[src/rtl/post_process_pipe_if.sv]
// Beat-level handshake bundle for post_process_pipe: input beat (data/ch/mode) and output beat, valid/ready each way.
// master drives input beats and output ready; slave is the pipeline.
interface post_process_pipe_if #(
    parameter int POX   = 3,
    parameter int DW    = 16,
    parameter int CH_AW = 4
);
    logic                in_valid;
    logic                in_ready;
    logic [POX*DW-1:0]   in_data;
    logic [CH_AW-1:0]    in_ch;
    logic [1:0]          in_mode;
    logic                out_valid;
    logic                out_ready;
    logic [POX*DW-1:0]   out_data;

    modport master (
        output in_valid, in_data, in_ch, in_mode, out_ready,
        input  in_ready, out_valid, out_data
    );

    modport slave (
        input  in_valid, in_data, in_ch, in_mode, out_ready,
        output in_ready, out_valid, out_data
    );
endinterface

[src/rtl/post_process_pipe.sv]
// Per-channel bias add, optional ReLU, batch-norm y=x*K+B over POX lanes; signed saturating, 3-cycle latency, 1 beat/cycle.
// Output stall freezes all stages (in_ready = !out_valid || out_ready); POSTPROC_ROUND_EN selects round-half-up before the BN shift.
module post_process_pipe #(
    parameter int POX      = 3,
    parameter int DW       = 16,
    parameter int INT_BITS = 3,
    parameter int CH_DEPTH = 16,
    parameter int CH_AW    = $clog2(CH_DEPTH)
) (
    input  logic               clk,
    input  logic               rst_n,
    input  logic               cfg_we,
    input  logic [CH_AW-1:0]   cfg_addr,
    input  logic [DW-1:0]      cfg_bias,
    input  logic [DW-1:0]      cfg_k,
    input  logic [DW-1:0]      cfg_b,
    post_process_pipe_if.slave pif,
    output logic [15:0]        sat_cnt,
    input  logic               sat_clr
);
    localparam int FB = DW - INT_BITS;
    localparam int PW = 2 * DW;
    localparam logic [DW-1:0] DMAX  = {1'b0, {(DW-1){1'b1}}};
    localparam logic [DW-1:0] DMIN  = {1'b1, {(DW-1){1'b0}}};
    localparam logic [PW-1:0] PMAX  = {1'b0, {(PW-1){1'b1}}};
    localparam logic [PW-1:0] PMIN  = {1'b1, {(PW-1){1'b0}}};
    localparam logic [DW-1:0] K_ONE = DW'(1) << FB;
`ifdef POSTPROC_ROUND_EN
    localparam logic [PW:0]   RND   = (PW+1)'(1) << (FB-1);
`endif

    function automatic logic ovf_dw(input logic [DW:0] s);
        return s[DW] ^ s[DW-1];
    endfunction

    function automatic logic [DW-1:0] sat_dw(input logic [DW:0] s);
        if (s[DW] ^ s[DW-1]) return s[DW] ? DMIN : DMAX;
        return s[DW-1:0];
    endfunction

    logic [DW-1:0] tbl_bias_q [CH_DEPTH];
    logic [DW-1:0] tbl_k_q    [CH_DEPTH];
    logic [DW-1:0] tbl_b_q    [CH_DEPTH];

    always_ff @(posedge clk or negedge rst_n) begin
        if (!rst_n) begin
            for (int i = 0; i < CH_DEPTH; i++) begin
                tbl_bias_q[i] <= '0;
                tbl_k_q[i]    <= K_ONE;
                tbl_b_q[i]    <= '0;
            end
        end else if (cfg_we) begin
            tbl_bias_q[cfg_addr] <= cfg_bias;
            tbl_k_q[cfg_addr]    <= cfg_k;
            tbl_b_q[cfg_addr]    <= cfg_b;
        end
    end

    logic en;
    logic s3_vld_q;
    assign en           = !s3_vld_q || pif.out_ready;
    assign pif.in_ready = en;

    // S1: bias add. K and B are captured with the beat so later writes never reach it.
    logic [POX-1:0][DW-1:0] in_lane;
    logic [DW-1:0]          rd_bias;
    logic [POX-1:0][DW:0]   s1_sum;
    logic [POX-1:0][DW-1:0] s1_dat_d, s1_dat_q;
    logic                   s1_sat_d, s1_sat_q, s1_vld_q;
    logic [DW-1:0]          s1_k_q, s1_b_q;
    logic [1:0]             s1_mode_q;

    assign in_lane = pif.in_data;
    assign rd_bias = tbl_bias_q[pif.in_ch];

    always_comb begin
        s1_sum   = '0;
        s1_dat_d = '0;
        s1_sat_d = 1'b0;
        for (int p = 0; p < POX; p++) begin
            s1_sum[p]   = {in_lane[p][DW-1], in_lane[p]} + {rd_bias[DW-1], rd_bias};
            s1_dat_d[p] = sat_dw(s1_sum[p]);
            s1_sat_d    = s1_sat_d | ovf_dw(s1_sum[p]);
        end
    end

    always_ff @(posedge clk or negedge rst_n) begin
        if (!rst_n) begin
            s1_vld_q  <= 1'b0;
            s1_dat_q  <= '0;
            s1_sat_q  <= 1'b0;
            s1_k_q    <= '0;
            s1_b_q    <= '0;
            s1_mode_q <= '0;
        end else if (en) begin
            s1_vld_q  <= pif.in_valid;
            s1_dat_q  <= s1_dat_d;
            s1_sat_q  <= s1_sat_d;
            s1_k_q    <= tbl_k_q[pif.in_ch];
            s1_b_q    <= tbl_b_q[pif.in_ch];
            s1_mode_q <= pif.in_mode;
        end
    end

    // S2: ReLU then full-width signed multiply by K.
    logic                   relu_on;
    logic [POX-1:0][DW-1:0] s2_x_d, s2_x_q;
    logic [POX-1:0][PW-1:0] s2_p_d, s2_p_q;
    logic                   s2_vld_q, s2_sat_q, s2_bn_q;
    logic [DW-1:0]          s2_b_q;

    assign relu_on = (s1_mode_q == 2'b00) || (s1_mode_q == 2'b11);

    always_comb begin
        s2_x_d = '0;
        s2_p_d = '0;
        for (int p = 0; p < POX; p++) begin
            s2_x_d[p] = (relu_on && s1_dat_q[p][DW-1]) ? '0 : s1_dat_q[p];
            s2_p_d[p] = {{DW{s2_x_d[p][DW-1]}}, s2_x_d[p]} * {{DW{s1_k_q[DW-1]}}, s1_k_q};
        end
    end

    always_ff @(posedge clk or negedge rst_n) begin
        if (!rst_n) begin
            s2_vld_q <= 1'b0;
            s2_x_q   <= '0;
            s2_p_q   <= '0;
            s2_sat_q <= 1'b0;
            s2_bn_q  <= 1'b0;
            s2_b_q   <= '0;
        end else if (en) begin
            s2_vld_q <= s1_vld_q;
            s2_x_q   <= s2_x_d;
            s2_p_q   <= s2_p_d;
            s2_sat_q <= s1_sat_q;
            s2_bn_q  <= !s1_mode_q[1];
            s2_b_q   <= s1_b_q;
        end
    end

    // S3: rescale Q(INT_BITS) product back to DW, add B; non-BN modes pass the S2 value.
    logic [POX-1:0][PW:0]   s3_rnd;
    logic [POX-1:0][PW-1:0] s3_pw, s3_sh;
    logic [POX-1:0][DW-1:0] s3_q, s3_dat_d, s3_dat_q;
    logic [POX-1:0][DW:0]   s3_rsum;
    logic [POX-1:0]         s3_povf, s3_qovf;
    logic                   s3_sat_d, s3_sat_q;

    always_comb begin
        s3_rnd   = '0;
        s3_pw    = '0;
        s3_sh    = '0;
        s3_q     = '0;
        s3_rsum  = '0;
        s3_povf  = '0;
        s3_qovf  = '0;
        s3_dat_d = '0;
        s3_sat_d = s2_sat_q;
        for (int p = 0; p < POX; p++) begin
            s3_rnd[p] = {s2_p_q[p][PW-1], s2_p_q[p]};
`ifdef POSTPROC_ROUND_EN
            s3_rnd[p] = s3_rnd[p] + RND;
`endif
            s3_povf[p] = s3_rnd[p][PW] ^ s3_rnd[p][PW-1];
            s3_pw[p]   = s3_povf[p] ? (s3_rnd[p][PW] ? PMIN : PMAX) : s3_rnd[p][PW-1:0];
            s3_sh[p]   = $signed(s3_pw[p]) >>> FB;
            s3_qovf[p] = !((&s3_sh[p][PW-1:DW-1]) || !(|s3_sh[p][PW-1:DW-1]));
            s3_q[p]    = s3_qovf[p] ? (s3_sh[p][PW-1] ? DMIN : DMAX) : s3_sh[p][DW-1:0];
            s3_rsum[p] = {s3_q[p][DW-1], s3_q[p]} + {s2_b_q[DW-1], s2_b_q};
            if (s2_bn_q) begin
                s3_dat_d[p] = sat_dw(s3_rsum[p]);
                s3_sat_d    = s3_sat_d | s3_povf[p] | s3_qovf[p] | ovf_dw(s3_rsum[p]);
            end else begin
                s3_dat_d[p] = s2_x_q[p];
            end
        end
    end

    always_ff @(posedge clk or negedge rst_n) begin
        if (!rst_n) begin
            s3_vld_q <= 1'b0;
            s3_dat_q <= '0;
            s3_sat_q <= 1'b0;
        end else if (en) begin
            s3_vld_q <= s2_vld_q;
            s3_dat_q <= s3_dat_d;
            s3_sat_q <= s3_sat_d;
        end
    end

    assign pif.out_valid = s3_vld_q;
    assign pif.out_data  = s3_dat_q;

    logic [15:0] sat_cnt_d, sat_cnt_q;

    always_comb begin
        sat_cnt_d = sat_cnt_q;
        if (sat_clr) begin
            sat_cnt_d = '0;
        end else if (s3_vld_q && pif.out_ready && s3_sat_q && (sat_cnt_q != 16'hFFFF)) begin
            sat_cnt_d = sat_cnt_q + 16'd1;
        end
    end

    always_ff @(posedge clk or negedge rst_n) begin
        if (!rst_n) sat_cnt_q <= '0;
        else        sat_cnt_q <= sat_cnt_d;
    end

    assign sat_cnt = sat_cnt_q;
endmodule

[src/flat_wrapper.sv]
// flat-port wrapper written by rule: the top's interface ports become plain ports
module post_process_pipe_flat 
#(
    parameter int POX      = 3,
    parameter int DW       = 16,
    parameter int INT_BITS = 3,
    parameter int CH_DEPTH = 16,
    parameter int CH_AW    = $clog2(CH_DEPTH)
)
  (clk, rst_n, cfg_we, cfg_addr, cfg_bias, cfg_k, cfg_b, sat_cnt, sat_clr, pif_in_valid, pif_in_data, pif_in_ch, pif_in_mode, pif_out_ready, pif_in_ready, pif_out_valid, pif_out_data);
  post_process_pipe_if #(.POX(POX), .DW(DW), .CH_AW(CH_AW)) pif_i ();
  input  logic clk;
  input  logic rst_n;
  input  logic cfg_we;
  input  logic [CH_AW-1:0] cfg_addr;
  input  logic [DW-1:0] cfg_bias;
  input  logic [DW-1:0] cfg_k;
  input  logic [DW-1:0] cfg_b;
  output logic [15:0] sat_cnt;
  input  logic sat_clr;
  input wire logic [$bits(pif_i.in_valid)-1:0] pif_in_valid;
  input wire logic [$bits(pif_i.in_data)-1:0] pif_in_data;
  input wire logic [$bits(pif_i.in_ch)-1:0] pif_in_ch;
  input wire logic [$bits(pif_i.in_mode)-1:0] pif_in_mode;
  input wire logic [$bits(pif_i.out_ready)-1:0] pif_out_ready;
  output wire logic [$bits(pif_i.in_ready)-1:0] pif_in_ready;
  output wire logic [$bits(pif_i.out_valid)-1:0] pif_out_valid;
  output wire logic [$bits(pif_i.out_data)-1:0] pif_out_data;
  assign pif_i.in_valid = pif_in_valid;
  assign pif_i.in_data = pif_in_data;
  assign pif_i.in_ch = pif_in_ch;
  assign pif_i.in_mode = pif_in_mode;
  assign pif_i.out_ready = pif_out_ready;
  assign pif_in_ready = pif_i.in_ready;
  assign pif_out_valid = pif_i.out_valid;
  assign pif_out_data = pif_i.out_data;
  post_process_pipe #(.POX(POX), .DW(DW), .INT_BITS(INT_BITS), .CH_DEPTH(CH_DEPTH), .CH_AW(CH_AW)) u_core (.clk(clk), .rst_n(rst_n), .cfg_we(cfg_we), .cfg_addr(cfg_addr), .cfg_bias(cfg_bias), .cfg_k(cfg_k), .cfg_b(cfg_b), .pif(pif_i), .sat_cnt(sat_cnt), .sat_clr(sat_clr));
endmodule
[config.mk]
export PLATFORM = sky130hd
export DESIGN_NAME = post_process_pipe_flat
export DESIGN_NICKNAME = d
export VERILOG_FILES = /design/src/rtl/post_process_pipe_if.sv /design/src/rtl/post_process_pipe.sv /design/src/flat_wrapper.sv
export SDC_FILE = /design/constraint.sdc
export NUM_CORES = 2
export LEC_CHECK = 0
export ABC_AREA = 1
export BUFFER_PORTS_ARGS = -buffer_cell sky130_fd_sc_hd__buf_2
export CAP_MARGIN = 10
export CORE_MARGIN = 1.5
export CORE_UTILIZATION = 25
export DETAILED_ROUTE_END_ITERATION = 12
export HOLD_SLACK_MARGIN = 0.08
export REMOVE_ABC_BUFFERS = 1
export SLEW_MARGIN = 20
export SYNTH_ARGS = -nofsm -noshare
export SYNTH_HDL_FRONTEND = slang
export SYNTH_SLANG_ARGS = --single-unit
[constraint.sdc]
create_clock -name clk -period 14.25 [get_ports clk]
set_input_delay 2.85 -clock clk [delete_from_list [all_inputs] [get_ports clk]]
set_output_delay 2.85 -clock clk [all_outputs]
set_load 0.05 [all_outputs]
==> flow_summary_export.csv <==
group,metric,value,unit
run_status,status,"completed",
place,place_congestion,0.899,
cts,cts_hold_buffers,0,
critical_path,cp_common_cell,"nand2_1",
floorplanning,die_y,569,µm
sta,finalClockSkew,0.0736,ns
routing,viasPerCell,4.70,
floorplanning,die_w,569,µm
sta,hold_viol_final,0,
place,dp_slack,5.73,ns
synth,yosysUniqueCellTypes,51,
synth,synthArstFlopShare,100,%
cells_and_area,drive_above_1_share,5.88,%
global_route,grt_start_max_net_pins,244,
cts,clk_latency,0.79,ns
critical_path,critPathBufInv,5,
cells_and_area,nNetsFinal,10900,
synth,ys_ff_latch,1042,
routing,drt-initial-drc-count,5779,
sta,setup_ws,6.38,ns
critical_path,slowest_delay,0.85,ns
global_route,groute.usage.overall,16.2,%
cells_and_area,area_growth,10.8,%
place,dp_hpwl,186000,µm
critical_path,critical_path_arrival,8.47,ns
synth,syn_inst,9843,
cts,path_clk_slew,0.06,ns
cts,cts_tree,"built",
sta,rsz0062_at_grt,"no",
global_route,grt_pass1_wl,404000,µm
cts,cts_buffers,114,
cts,ctsResizeCount,0,
sta,maxSlewViolCount,0,
place,numPortBuffers,177,
synth,yosysTopAreaCellShare,32.1,%
routing,post_drt_wl_per_cell,19.0,µm
cts,cts_max_level,3,
global_route,antenna_found_initial,49,
routing,dr.pass1.iters,6,
sta,finalSetupTns,0,ns
critical_path,crit_chain,"buf_2 > buf_4 > inv_8 > buf_4 > buf_4 > o21ai_0 > o211ai_1 > nand3_1 > nand2_1 > ha_1 > nand2_1 > o21ai_0 > a21oi_1 > nand2_1 > nand2_1 > nand2_1 > a31oi_2 > o21ai_0",
sta,post-route-min-period,7.87,ns
synth,syn_area,0.0800,mm²
critical_path,cp_slowest_cell,"buf_4",
synth,synth-edff-count,0,
critical_path,cp_max_fo,125,
critical_path,endpoint_kind,"flip-flop",
routing,wirelength,265000,µm
sta,worst_slew_pin_slew,1.10,ns
synth,avgSynthCellArea,8.13,µm²
global_route,grt_pass1_vias,64500,
synth,yosysWarningCount,0,
flow_run,cap_violations,0,
floorplanning,num_rows,207,
floorplanning,start_util,25.1,%
routing,drcViolationCount,0,
floorplanning,ios,178,
critical_path,crit_type,"primary input to flip-flop",
cts,clockRootBuffer,"clkbuf_16",
sta,fmax,127,MHz
sta,setup_viol,0,
routing,num_vias,65600,
synth,ys.flop_type,"dfrtp_1",
critical_path,critPathLaunchType,"primary input",
synth,ys_seq_area_share,32.6,%
floorplanning,die-area,0.324,mm²
cts,post_cts_buffers,0,
sta,slew_headroom,26.6,%
routing,antenna_left,0,
hold_path,min_path_type,"flip-flop to flip-flop",
global_route,overflow,0,
cts,cts_buffer_depth,3,
synth,synth_area_leaders,"dfrtp_1, fa_1, nand2_1",
critical_path,path_delay_family,"buffers and inverters",
cts,cts.sinks,1042,
floorplanning,core-area,0.318,mm²
synth,yosysTopAreaCell,"dfrtp_1",
critical_path,worst_ep_required_time,14.85,ns
sta,period_share,55.2,%
## stage by stage
step	utilization, %	cell area (µm²)	std cells	hold WS (ns)
after floorplan	-	77800	9299	0.440
after global placement	26.6	84800	13700	0.448
after detailed placement	26.6	84800	13700	0.455
after CTS	27.8	88600	14000	0.473
after global routing	27.9	88700	14000	0.489
final	27.9	88700	14000	0.469
## placed cells by master, fill, tap and decap left out, types with 11 or more instances in the layout
cell,n
nor4_1,12
o211ai_1,150
dfstp_2,16
clkinv_2,15
a21oi_2,12
o21ai_0,1284
nor2_4,11
clkinv_1,21
buf_2,174
nor2_1,1123
clkbuf_16,114
nand2_1,1879
nand2_2,32
nand4_1,27
dfrtp_1,1025
xnor2_1,81
a21oi_1,538
xor2_1,45
clkbuf_8,23
clkbuf_1,36
o22ai_1,40
a211oi_1,11
a21o_1,18
ha_1,334
inv_1,1395
fa_1,789
nor3_1,23
nand3b_1,17
buf_4,78
o21ai_1,67
a31oi_1,68
nand3_1,165
nand2_4,15
a22oi_1,15
## final cells by class
| cell class | count | area, µm² |
|---|---|---|
| Fill cell | 34200 | 230000 |
| Multi-Input combinational cell | 6825 | 46400 |
| Sequential cell | 1042 | 26100 |
| Inverter | 1432 | 5400 |
| Tap cell | 4180 | 5230 |
| Clock buffer | 172 | 3290 |
| Timing Repair Buffer | 262 | 1660 |
| Clock inverter | 41 | 547 |
| Antenna cell | 9 | 22.5 |
## cell usage after synthesis (5+ instances only)
cell      number
nand2_1     1883
inv_1       1397
o21ai_0     1284
nor2_1      1130
dfrtp_1     1026
fa_1         789
a21oi_1      538
clkbuf_1     392
ha_1         334
nand3_1      169
o211ai_1     150
buf_2        100
xnor2_1       81
a31oi_1       68
o21ai_1       67
xor2_1        45
o22ai_1       40
buf_1         35
nand2_2       32
nand4_1       27
nor3_1        23
clkinv_1      22
a21o_1        18
nand3b_1      17
dfstp_2       16
a22oi_1       15
a21oi_2       12
inv_2         12
nor4_1        12
a211oi_1      11
nand2_4       11
a21boi_0      10
buf_6         10
o21bai_1      10
o21a_1         8
buf_4          6
nor2_2         5
o21ai_2        5
## state kept, by name, indices dropped and copies added, names as in the netlist, 16 cells and up
signal / flops
u_core.s1_b_q: 16
u_core.sat_cnt: 16
u_core.tbl_bias_q: 256
u_core.tbl_b_q: 256
u_core.pif.out_data: 48
u_core.s2_x_q: 48
u_core.s1_k_q: 16
u_core.s2_p_q: 57
u_core.tbl_k_q: 256
u_core.s2_b_q: 16
u_core.s1_dat_q: 48
## worst register-to-register path, stage by stage (launching register included)
cell      delay, ns
dfrtp_1        0.35
buf_4          0.40
inv_1          0.48
buf_4          0.37
nor2_1         0.23
fa_1           0.62
fa_1           0.98
fa_1           0.54
fa_1           0.49
fa_1           0.52
inv_1          0.05
fa_1           0.47
inv_1          0.04
ha_1           0.38
a21o_1         0.22
a21boi_0       0.39
o21ai_0        0.17
a31oi_1        0.27
nand3b_1       0.11
nand3_1        0.10
nand2_1        0.06
## per-layer routing
layer	part of all wire [%]	global-route usage (%)
met5	0.074	0
met1	45	22.4
met2	45	25.5
met4	3.3	5.05
met3	7.3	3.10
## path summary, 6_finish.rpt
kind	cells past startpoint	end	from	slack [ns]
hold reg to reg	1	u_core.pif.out_valid	u_core.s2_vld_q	0.47
setup reg to reg	20	u_core.s2_p_q[90]	u_core.s1_k_q[2]	6.88
setup / recovery	18	u_core.s1_dat_q[0]	pif_in_ch[1]	6.38
hold / removal	1	u_core.pif.out_valid	u_core.s2_vld_q	0.47
min in group asynchronous	1	u_core.tbl_k_q[105]	rst_n	2.13
max in group asynchronous	4	u_core.pif.out_data[0]	rst_n	9.04
## logic make-up (layout without fill, tap and decap cells)
group / count (synthesis) / after routing / synth area share, %
simple gates: 3330 / 3330 / 16.5
compound gates: 2246 / 2246 / 15.0
buf+inv: 1976 / 1907 / 9.55
flops: 1042 / 1042 / 32.6
xor+xnor: 126 / 126 / 1.38
other cells: 0 / 9 / 0
fa+ha+maj: 1123 / 1123 / 25.0
Power is left out: the tool's default activity adds up to more than one toggle a clock period on the data nets, which glitch-free logic cannot reach.
